--- config.mk ---
export PLATFORM = sky130hd
export DESIGN_NAME = imm_ext_pipe
export DESIGN_NICKNAME = d
export VERILOG_FILES = /design/src/rtl/imm_ext_pipe.sv
export SDC_FILE = /design/constraint.sdc
export NUM_CORES = 1
export LEC_CHECK = 0
export CELL_PAD_IN_SITES_DETAIL_PLACEMENT = 1
export CELL_PAD_IN_SITES_GLOBAL_PLACEMENT = 2
export CORE_ASPECT_RATIO = 0.7
export CORE_MARGIN = 4
export CORE_UTILIZATION = 35
export CTS_CLUSTER_DIAMETER = 80
export DETAILED_ROUTE_END_ITERATION = 6
export PLACE_DENSITY_LB_ADDON = 0.15
export SLEW_MARGIN = 25
export SYNTH_ARGS = -nofsm -noshare
export SYNTH_HDL_FRONTEND = slang
export SYNTH_SLANG_ARGS = --single-unit
--- constraint.sdc ---
create_clock -name clk -period 3.5 [get_ports clk]
set_clock_uncertainty 0.05 [all_clocks]
set_input_delay 0.7 -clock clk [delete_from_list [all_inputs] [get_ports clk]]
set_output_delay 0.7 -clock clk [all_outputs]
set_load 0.02 [all_outputs]
--- src/rtl/imm_ext_pipe.sv ---
// Immediate extender: sign/zero/upper/branch-offset extension in a two-stage valid/ready pipe.
// Latency: 2 cycles from accepted input to out_valid; one result per cycle with out_ready high.
// Backpressure: S2 holds while out_ready is low, S1 fills behind it, then in_ready drops.
module imm_ext_pipe #(
   parameter int IN_W  = 16,
   parameter int OUT_W = 32
) (
   input  logic             clk,
   input  logic             reset,
   input  logic             in_valid,
   output logic             in_ready,
   input  logic [IN_W-1:0]  in_imm,
   input  logic [1:0]       in_mode,
   input  logic             flush,
   output logic             out_valid,
   input  logic             out_ready,
   output logic [OUT_W-1:0] out_data
);

   localparam int EXT_W = OUT_W - IN_W;

   logic             s1_vld;
   logic [IN_W-1:0]  s1_imm;
   logic [1:0]       s1_mode;
   logic             s2_vld;
   logic [OUT_W-1:0] s2_dat;
   logic [OUT_W-1:0] sext;
   logic [OUT_W-1:0] ext_dat;
   logic             s1_load;
   logic             s2_load;

   assign s2_load   = s1_vld && (!s2_vld || out_ready);
   assign in_ready  = !flush && (!s1_vld || s2_load);
   assign s1_load   = in_valid && in_ready;
   assign out_valid = s2_vld;
   assign out_data  = s2_dat;

   always_comb begin
      sext = {{EXT_W{s1_imm[IN_W-1]}}, s1_imm};
      case (s1_mode)
         2'b00:   ext_dat = sext;
         2'b01:   ext_dat = {{EXT_W{1'b0}}, s1_imm};
         2'b10:   ext_dat = {s1_imm, {EXT_W{1'b0}}};
         default: ext_dat = {sext[OUT_W-3:0], 2'b00};
      endcase
   end

   always_ff @(posedge clk or negedge reset) begin
      if (!reset) begin
         s1_vld  <= 1'b0;
         s1_imm  <= '0;
         s1_mode <= '0;
         s2_vld  <= 1'b0;
         s2_dat  <= '0;
      end else begin
         if (flush)
            s1_vld <= 1'b0;
         else if (s1_load)
            s1_vld <= 1'b1;
         else if (s2_load)
            s1_vld <= 1'b0;

         if (s1_load) begin
            s1_imm  <= in_imm;
            s1_mode <= in_mode;
         end

         // A flush still lets a result already offered with out_ready count as consumed.
         if (flush)
            s2_vld <= 1'b0;
         else if (s2_load)
            s2_vld <= 1'b1;
         else if (out_ready)
            s2_vld <= 1'b0;

         if (s2_load && !flush)
            s2_dat <= ext_dat;
      end
   end

endmodule

==> results of run 1 <==
## cells in the mapped netlist
master | instances | area (µm²)
buf_6 | 1 | 11.26
nand2_1 | 15 | 56.30
a22o_1 | 13 | 113.9
mux2_1 | 1 | 11.26
o22a_1 | 14 | 122.6
and3b_1 | 1 | 8.760
mux2_2 | 22 | 247.7
a31o_2 | 2 | 17.52
buf_2 | 6 | 30.03
o22ai_1 | 1 | 6.260
nor2b_1 | 1 | 6.260
nand2b_1 | 2 | 12.51
mux2i_1 | 1 | 10.01
a21boi_0 | 3 | 22.52
clkbuf_1 | 6 | 22.52
or3b_1 | 1 | 8.760
a31oi_1 | 1 | 6.260
and2_1 | 1 | 6.260
clkinv_1 | 1 | 3.750
mux2_4 | 10 | 150.1
nor2_1 | 3 | 11.26
inv_1 | 1 | 3.750
buf_12 | 1 | 20.02
dfrtp_1 | 52 | 1301
nand3_1 | 2 | 10.01
a21oi_1 | 16 | 80.08
buf_1 | 1 | 3.750
and2_0 | 1 | 6.260
## flip-flops by register name, indices dropped and copies added, names as in the netlist
name       cells
out_data      32
s1_imm        16
s1_mode        2
out_valid      1
s1_vld         1
## logic make-up (layout without fill, tap and decap cells)
kind of cell           after synthesis  after routing  share of synthesized area (%)
DFF                                 52             52                          56.31
AOI/OAI and AO/OA                   50             50                          15.97
buffers and inverters               17             67                          4.114
muxes                               34             34                          18.14
and+or+nand+nor                     27             27                          5.469
## layer usage
metal | vias up | part of all wire [%] | track usage, %
met4 | 0 | 1.0 | 4.718
li1 | 748 | - | -
met1 | 822 | 50 | 22.39
met2 | 41 | 44 | 22.79
met3 | 4 | 5.1 | 4.318
met5 | - | 0 | 0
## placed cells by master, fill, tap and decap left out
cell type and count:
mux2_4 10, a31oi_1 1, and3b_1 1, a21oi_1 16
mux2_1 1, mux2i_1 1, o22ai_1 1, a22o_1 13
and2_1 1, clkbuf_8 5, nor2b_1 1, nand2_1 15
nor2_1 3, clkdlybuf4s50_1 55, nand3_1 2, buf_4 2
or3b_1 1, mux2_2 22, dfrtp_1 52, inv_1 1
clkinv_1 1, a31o_2 2, o22a_1 14, bufinv_16 3
nand2b_1 2, a21boi_0 3, and2_0 1
## layout make-up
class	instances	share of cell area [%]
flip-flops and latches	52	42.73
multi-input cells	111	30.03
repair buffers	57	18.57
well taps	78	3.205
clock inverters	3	2.958
clock buffers	5	2.260
inverters	2	0.2465
## final timing paths
path                            cells after the start        start           end  slack, ps
worst max-delay path                                4    out_ready      in_ready        680
worst min-delay path                                1        reset  out_data[20]        370
worst max register to register                      3   s1_mode[1]   out_data[2]       1380
worst min register to register                      1  out_data[3]   out_data[3]        450
max in group asynchronous                           1        reset        s1_vld       2600
min in group clk                                    1  out_data[3]   out_data[3]        450
## power by group through the flow
stage          logic, mW  registers (mW)  clock network [mW]
2_1_floorplan      0.265           0.974                   0
3_3_place_gp       0.693           0.864                   0
3_5_place_dp       0.707           0.874                   0
4_1_cts            0.711           0.863               0.573
5_1_grt            0.747           0.888               0.597
6_report           0.699           0.860               0.556
==> results.ini, run 1 <==
[pwr]
ir_drop_mv=0.2773
p_seq_share_pct=40.7
p_int_mw=1.480
power_density_nw_per_um2=694.3
fin_total_pwr_mw=2.114
clkPwrFrac_pct=26.3
pwr-share-comb_pct=33.0
switchingPower_mw=0.6341
p_leak_nw=1.304
switching_share_pct=29.99

[clocking]
insertion_delay_ps=310
post_cts_buffers=0
htreeDepth=2
ctsLongestPathBuffers=2
cts_tree=yes
clk_pin_slew_ps=90
ctsHoldBuffers=0
numCtsBuffers=5
cts_sinks=52
ctsResizeCount=0
cts_root_buf=clkbuf_8

[synthesis]
synth-seq-cells=52
synthesis.area_um2=2311
yosysSeqAreaShare_pct=56.31
syn_inst=180
syn_avg_cell_area_um2=12.84
synth_nets=203
ys_types=28
synth_warnings=0

[final_layout]
drive_gt1_share_pct=19.13
multiInputGateArea_um2=914.6
final_cell_area_um2=3045
synthToLayoutAreaGrowth_pct=31.78
register_area_um2=1301
post-route-util_pct=48.29
fin_cells=308
nets=252
num-fill-cells=661
diodes=0

[critical_path]
cpLargestDelayFamily=buffers and inverters
worst-path-buf-inv=2
critPathArrivalTime_ps=2070
crit_path_start_kind=input port
crit_type=input port to output port
path_max_fanout=3
cpPeakStageDelay_ps=610
cp-end-kind=output port
cp.required_ps=2750
crit_top_cell=clkdlybuf4s50_1
crit_path_top_delay_cell=clkdlybuf4s50_1
path_cells=clkdlybuf4s50_1, and3b_1, nor2_1, clkdlybuf4s50_1

[timing]
relSlewSlack_pct=34.43
finalSetupTns_ps=0
timing.final.crit_share_pct=80.49
fmax_mhz=355.0
slew_violations=0
hold_slack_ps=366.6
setup_viol=0
worst_slew_pin_slew_ps=983.5
setup_slack_ps=682.9
finalCriticalPeriod_ps=2817
rsz0062_at_grt=false
hold_violations=0

[route]
via_per_inst=5.244
drt_iter0_drc=59
dr.pass1.iters=4
drt-total-wl_mm=5.836
antenna_left=0
vias=1615
wl_per_cell_um=18.95
drc=0

[placement]
io_buffers=56
placed_area_um2=2887
place.gp.congestion=0.7572
dpl.cell_count=300
detailedPlacementHpwl_mm=4.202
post-place-ws_ps=672.4

[global_routing]
grt_max_degree=53
grt_pass1_wl_mm=9.777
overflow=0
grt_pass1_vias=1789
track_usage_pct=15.55
antenna_found_initial=0

[floorplanning]
die_w_um=105.1
core_area_um2=6306
die_y_um=75.99
start_util_pct=36.65
die-area_um2=7988
rows=24
num_io_pins=57

[min_path]
hp-class=input port to async pin

[run_status]
status=finished, final reports clean

[job]
drv_cap=0

Power figures use the tool's default switching activity.
==> run 2, diff against run 1 <==
- CORE_UTILIZATION: 35 -> 29
- clock period: 3.5 -> 2.5 ns (I/O delays scaled with it)
==> run 2 against run 1 <==
Compared with the run above: power increased by 39%; worst hold slack got worse by 180 ps; register-to-register slack worse by 860 ps; utilization fell by 6.4 points; clock power rose by 32%; setup slack worse by 630 ps; global-route usage is 2.4 points lower.
==> results.ini, run 2 (same netlist as run 1, synthesis figures left out) <==
[run_status]
status=finished, final reports clean

[placement]
io_buffers=56  ; unchanged
placed_area_um2=2994  ; +3.7%
place.gp.congestion=0.7356  ; -2.9%
dpl.cell_count=328  ; +9.3%
detailedPlacementHpwl_mm=4.508  ; +7.3%
post-place-ws_ps=52.72  ; -619.6 ps

[final_layout]
register_area_um2=1301  ; unchanged
multiInputGateArea_um2=914.6  ; unchanged
largest_register_ff_count=32  ; unchanged
drive_gt1_share_pct=21.19  ; +2.1 points
nets=260  ; +3.2%
final_common_cell=clkdlybuf4s50_1
num-fill-cells=808  ; +22%
synthToLayoutAreaGrowth_pct=36.28
diodes=0  ; unchanged
final_cell_area_um2=3149  ; +3.4%
final_cell_mix=55 x clkdlybuf4s50_1, 52 x dfrtp_1, 22 x mux2_2
post-route-util_pct=41.91  ; -6.4 points
fin_cells=334  ; +8.4%

[floorplanning]
rows=26  ; +8.3%
start_util_pct=30.75  ; -5.9 points
die_y_um=82.69  ; +8.8%
die-area_um2=9484  ; +19%
core_area_um2=7515  ; +19%
num_io_pins=57  ; unchanged
die_w_um=114.7  ; +9.1%

[timing]
worst_slew_pin_slew_ps=825.1  ; -158.4 ps
finalCriticalPeriod_ps=2445
rsz0062_at_grt=false
hold_slack_ps=187.6  ; -179.0 ps
fmax_mhz=409.0
slew_violations=0  ; unchanged
timing.final.crit_share_pct=97.79
finalSetupTns_ps=0  ; unchanged
setup_viol=0  ; unchanged
hold_violations=0  ; unchanged
relSlewSlack_pct=44.96  ; +11 points
setup_slack_ps=55.30  ; -627.6 ps

[critical_path]
crit_path_top_delay_cell=clkdlybuf4s50_1
crit_path_start_kind=input port
r2r-end=out_data[11]
cpPeakStageDelay_ps=620  ; about the same
path_cells=clkdlybuf4s50_1, and3b_1, nor2_1, clkdlybuf4s50_1
reg2reg_from=s1_mode[1]
ff2ff_setup_slack_ps=520  ; -860 ps
crit_type=input port to output port
path_max_fanout=3  ; unchanged
critPathArrivalTime_ps=1890  ; -180 ps
r2r_cells=3  ; unchanged
cp-end-kind=output port
cp.required_ps=1950  ; -800 ps
crit_top_cell=clkdlybuf4s50_1

[clocking]
ctsHoldBuffers=0  ; unchanged
cts_root_buf=clkbuf_16
ctsResizeCount=0  ; unchanged
ctsLongestPathBuffers=2  ; unchanged
post_cts_buffers=0  ; unchanged
numCtsBuffers=5  ; unchanged
clk_pin_slew_ps=60  ; -30 ps
insertion_delay_ps=280  ; -30 ps
cts_sinks=52  ; unchanged
cts_tree=yes
htreeDepth=2  ; unchanged

[global_routing]
grt_pass1_wl_mm=9.570  ; -2.1%
antenna_found_initial=0  ; unchanged
overflow=0  ; unchanged
grt_pass1_vias=1752  ; -2.1%
track_usage_pct=13.15  ; -2.4 points
grt_max_degree=28  ; -47%

[route]
dr.pass1.iters=4  ; unchanged
drt_iter0_drc=56  ; -5.1%
vias=1621  ; +0.37%
wl_per_cell_um=18.06  ; -4.7%
drt-total-wl_mm=6.032  ; +3.4%
drc=0  ; unchanged
antenna_left=0  ; unchanged
via_per_inst=4.853  ; -7.4%

[min_path]
hp-class=input port to async pin

[pwr]
ir_drop_mv=0.3196  ; +15%
power_density_nw_per_um2=932.8  ; +34%
p_leak_nw=1.347  ; +3.3%
fin_total_pwr_mw=2.938  ; +39%

[job]
drv_cap=0  ; unchanged

## run 2: changes by cell type in the layout (fill, tap and decap cells not counted)
cell,change
buf_12,+2
clkbuf_16,+5
clkbuf_8,-5
buf_4,+5
buf_2,+1
bufinv_16,-2
## run 2: worst max-delay path by stage
stage          startpoint    endpoint  slack, ps  cells after the start
2_1_floorplan   out_ready  s1_imm[10]        720                      5
3_3_place_gp    out_ready    in_ready        110                      4
3_5_place_dp    out_ready    in_ready         50                      4
4_1_cts         out_ready    in_ready         50                      4
5_1_grt         out_ready    in_ready          7                      4
6_report        out_ready    in_ready         60                      4
## run 2: final cells by class
cell class                 instances  share of cell area, %
timing repair buffer              65                  20.58
inverter                           2                 0.2384
multi-input combinational        111                  29.04
tap                               98                  3.894
sequential                        52                  41.32
clock buffer                       5                  3.973
clock inverter                     1                 0.9535
## run 2: worst max-delay path, delay by kind of cell
family                 cells  cell delay [ps]
buffers and inverters      2             1090
and+or+nand+nor            2              310
## run 2: per-layer routing
metal	up-vias	wire length (µm)	share of wire, %	track usage, %
li1	768	-	-	-
met1	820	3008	50	18.35
met2	29	2767	46	21.02
met3	4	226	3.7	3.277
met4	0	30	0.50	2.462
met5	-	0	0	0
## run 2: power by group
group          total [mW]  leakage [nW]  internal [mW]  switching [mW]
Combinational        1.00         0.648          0.547           0.456
Clock               0.733        0.0757          0.461           0.272
Sequential           1.20         0.623           1.04           0.158
==> run 3, diff against run 2 <==
- CELL_PAD_IN_SITES_DETAIL_PLACEMENT: 1 -> not set
- CELL_PAD_IN_SITES_GLOBAL_PLACEMENT: 2 -> not set
- CORE_UTILIZATION: 29 -> 44
==> run 3 against run 2 <==
Compared with the run above: fmax up 1.2%; global-route usage rose by 4.8 points; design area shrank 3.7%; largest power group unchanged.
==> results.ini, run 3 (same netlist as run 1, synthesis figures left out) <==
[floorplanning]
core_area_um2=4940  ; -34%
rows=21  ; -19%
start_util_pct=46.78  ; +16 points
die-area_um2=6494  ; -32%
num_io_pins=57  ; unchanged
die_y_um=68.64  ; -17%
die_w_um=94.62  ; -18%

[timing]
setup_viol=0  ; unchanged
fmax_mhz=414.1  ; +1.2%
setup_slack_ps=85.09  ; +29.80 ps
slew_violations=0  ; unchanged
rsz0062_at_grt=false
timing.final.crit_share_pct=96.60  ; -1.2 points
finalSetupTns_ps=0  ; unchanged
hold_violations=0  ; unchanged
relSlewSlack_pct=50.07  ; +5.1 points
worst_slew_pin_slew_ps=748.6  ; -76.52 ps
finalCriticalPeriod_ps=2415  ; -29.80 ps

[final_layout]
diodes=0  ; unchanged
synthToLayoutAreaGrowth_pct=31.24
drive_gt1_share_pct=22.18  ; +0.99 points
fin_cells=308  ; -7.8%
nets=261  ; +0.38%
final_common_cell=clkdlybuf4s50_1
num-fill-cells=426  ; -47%
largest_register_ff_count=32  ; unchanged
final_cell_mix=55 x clkdlybuf4s50_1, 52 x dfrtp_1, 22 x mux2_2

[placement]
dpl.cell_count=300  ; -8.5%
io_buffers=56  ; unchanged
place.gp.congestion=0.8249  ; +12%
post-place-ws_ps=78.66  ; +25.94 ps
detailedPlacementHpwl_mm=4.027  ; -11%

[critical_path]
crit_type=input port to output port
reg2reg_from=s1_mode[1]
cp-end-kind=output port
cpPeakStageDelay_ps=610  ; about the same
critPathCapture=in_ready
worst-path-stages=4  ; unchanged
cp.required_ps=1950  ; about the same
path_max_fanout=3  ; unchanged
r2r_cells=3  ; unchanged
startpoint=out_ready
path_cells=clkdlybuf4s50_1, and3b_1, nor2_1, clkdlybuf4s50_1
critPathArrivalTime_ps=1860  ; -30 ps
ff2ff_setup_slack_ps=730  ; +210 ps
cpLargestDelayFamily=buffers and inverters
worst-path-buf-inv=2  ; unchanged
crit_path_top_delay_cell=clkdlybuf4s50_1
crit_top_cell=clkdlybuf4s50_1
crit_path_start_kind=input port
r2r-end=out_data[3]

[pwr]
power_density_nw_per_um2=882.6  ; -5.4%
ir_drop_mv=0.5572  ; +74%
p_leak_nw=1.308  ; -2.9%

[clocking]
ctsHoldBuffers=0  ; unchanged
cts_root_buf=clkbuf_8
ctsLongestPathBuffers=2  ; unchanged
ctsResizeCount=0  ; unchanged
clk_pin_slew_ps=100  ; +40 ps
insertion_delay_ps=300  ; +20 ps
numCtsBuffers=5  ; unchanged
cts_tree=yes
htreeDepth=2  ; unchanged
post_cts_buffers=0  ; unchanged
cts_sinks=52  ; unchanged

[route]
wl_met1_mm=2.670  ; -11%
met2_length_mm=2.469  ; -11%
vias=1626  ; +0.31%
drt_iter0_drc=99  ; +77%
dr_wl_met3_um=278  ; +23%
via_per_inst=5.279  ; +8.8%
dr.pass1.iters=4  ; unchanged
drt-total-wl_mm=5.440  ; -9.8%
wl_per_cell_um=17.66  ; -2.2%
drc=0  ; unchanged
antenna_left=0  ; unchanged
highest_layer=met4

[global_routing]
grt_pass1_wl_mm=8.894  ; -7.1%
track_usage_pct=17.96  ; +4.8 points
grt_max_degree=29  ; +3.6%
overflow=0  ; unchanged
grt_pass1_vias=1713  ; -2.2%
antenna_found_initial=0  ; unchanged

[job]
drv_cap=0  ; unchanged

[min_path]
hp-class=input port to async pin

[run_status]
status=finished, final reports clean

## run 3: changes by cell type in the layout (fill, tap and decap cells not counted)
| cell | change |
|---|---|
| clkbuf_16 | -5 |
| bufinv_16 | -1 |
| buf_4 | +3 |
| buf_12 | -2 |
| clkbuf_8 | +5 |
| clkinvlp_4 | +2 |
| clkinv_4 | +1 |
## run 3: cell type report
| class | count | area [µm²] | share of cell area [%] |
|---|---|---|---|
| timing repair buffer | 66 | 630.6 | 20.79 |
| inverter | 2 | 7.507 | 0.2475 |
| multi-input combinational | 111 | 914.6 | 30.16 |
| clock inverter | 3 | 23.77 | 0.7838 |
| clock buffer | 5 | 68.82 | 2.269 |
| sequential | 52 | 1301 | 42.90 |
| tap | 69 | 86.33 | 2.847 |
## run 3: through the flow
step           instance area, µm²  power [mW]  util [%]  hold WS (ps)
6_report                     3033       2.677     61.40         161.4
5_1_grt                      3033       2.834     61.40         203.1
4_1_cts                      3033       2.704     61.40         179.4
3_5_place_dp                 2940       2.220     59.52         446.8
3_3_place_gp                 2940       2.186     59.52         417.9
2_1_floorplan                2311       1.734         -         154.4
## run 3: worst min-delay path by stage
stage	endpoint	depth (start not counted)	startpoint	slack, ps
floorplan	out_data[0]	0	reset	150
global placement	out_data[3]	1	out_data[3]	420
finish	out_data[31]	1	reset	160
detailed placement	out_data[9]	1	out_data[9]	450
global route	out_data[31]	1	reset	200
CTS	out_data[31]	1	reset	180
## run 3: worst reg2reg max path: cells and delay by family (launching register included)
family	cells	cell delay (ps)
AOI/OAI and AO/OA	1	340
muxes	1	300
DFF	1	510
buffers and inverters	1	460
## run 3: metal layers
metal,vias to the layer above,global-route usage [%]
li1,763,-
met1,825,26.18
met2,36,27.83
met3,2,4.447
met4,0,2.698
met5,-,0
## run 3: power breakdown
part           total, mW  switching (mW)  internal (mW)
Clock              0.478           0.280          0.199
Sequential          1.19           0.151           1.04
Combinational       1.01           0.461          0.544
Total               2.68           0.892           1.78
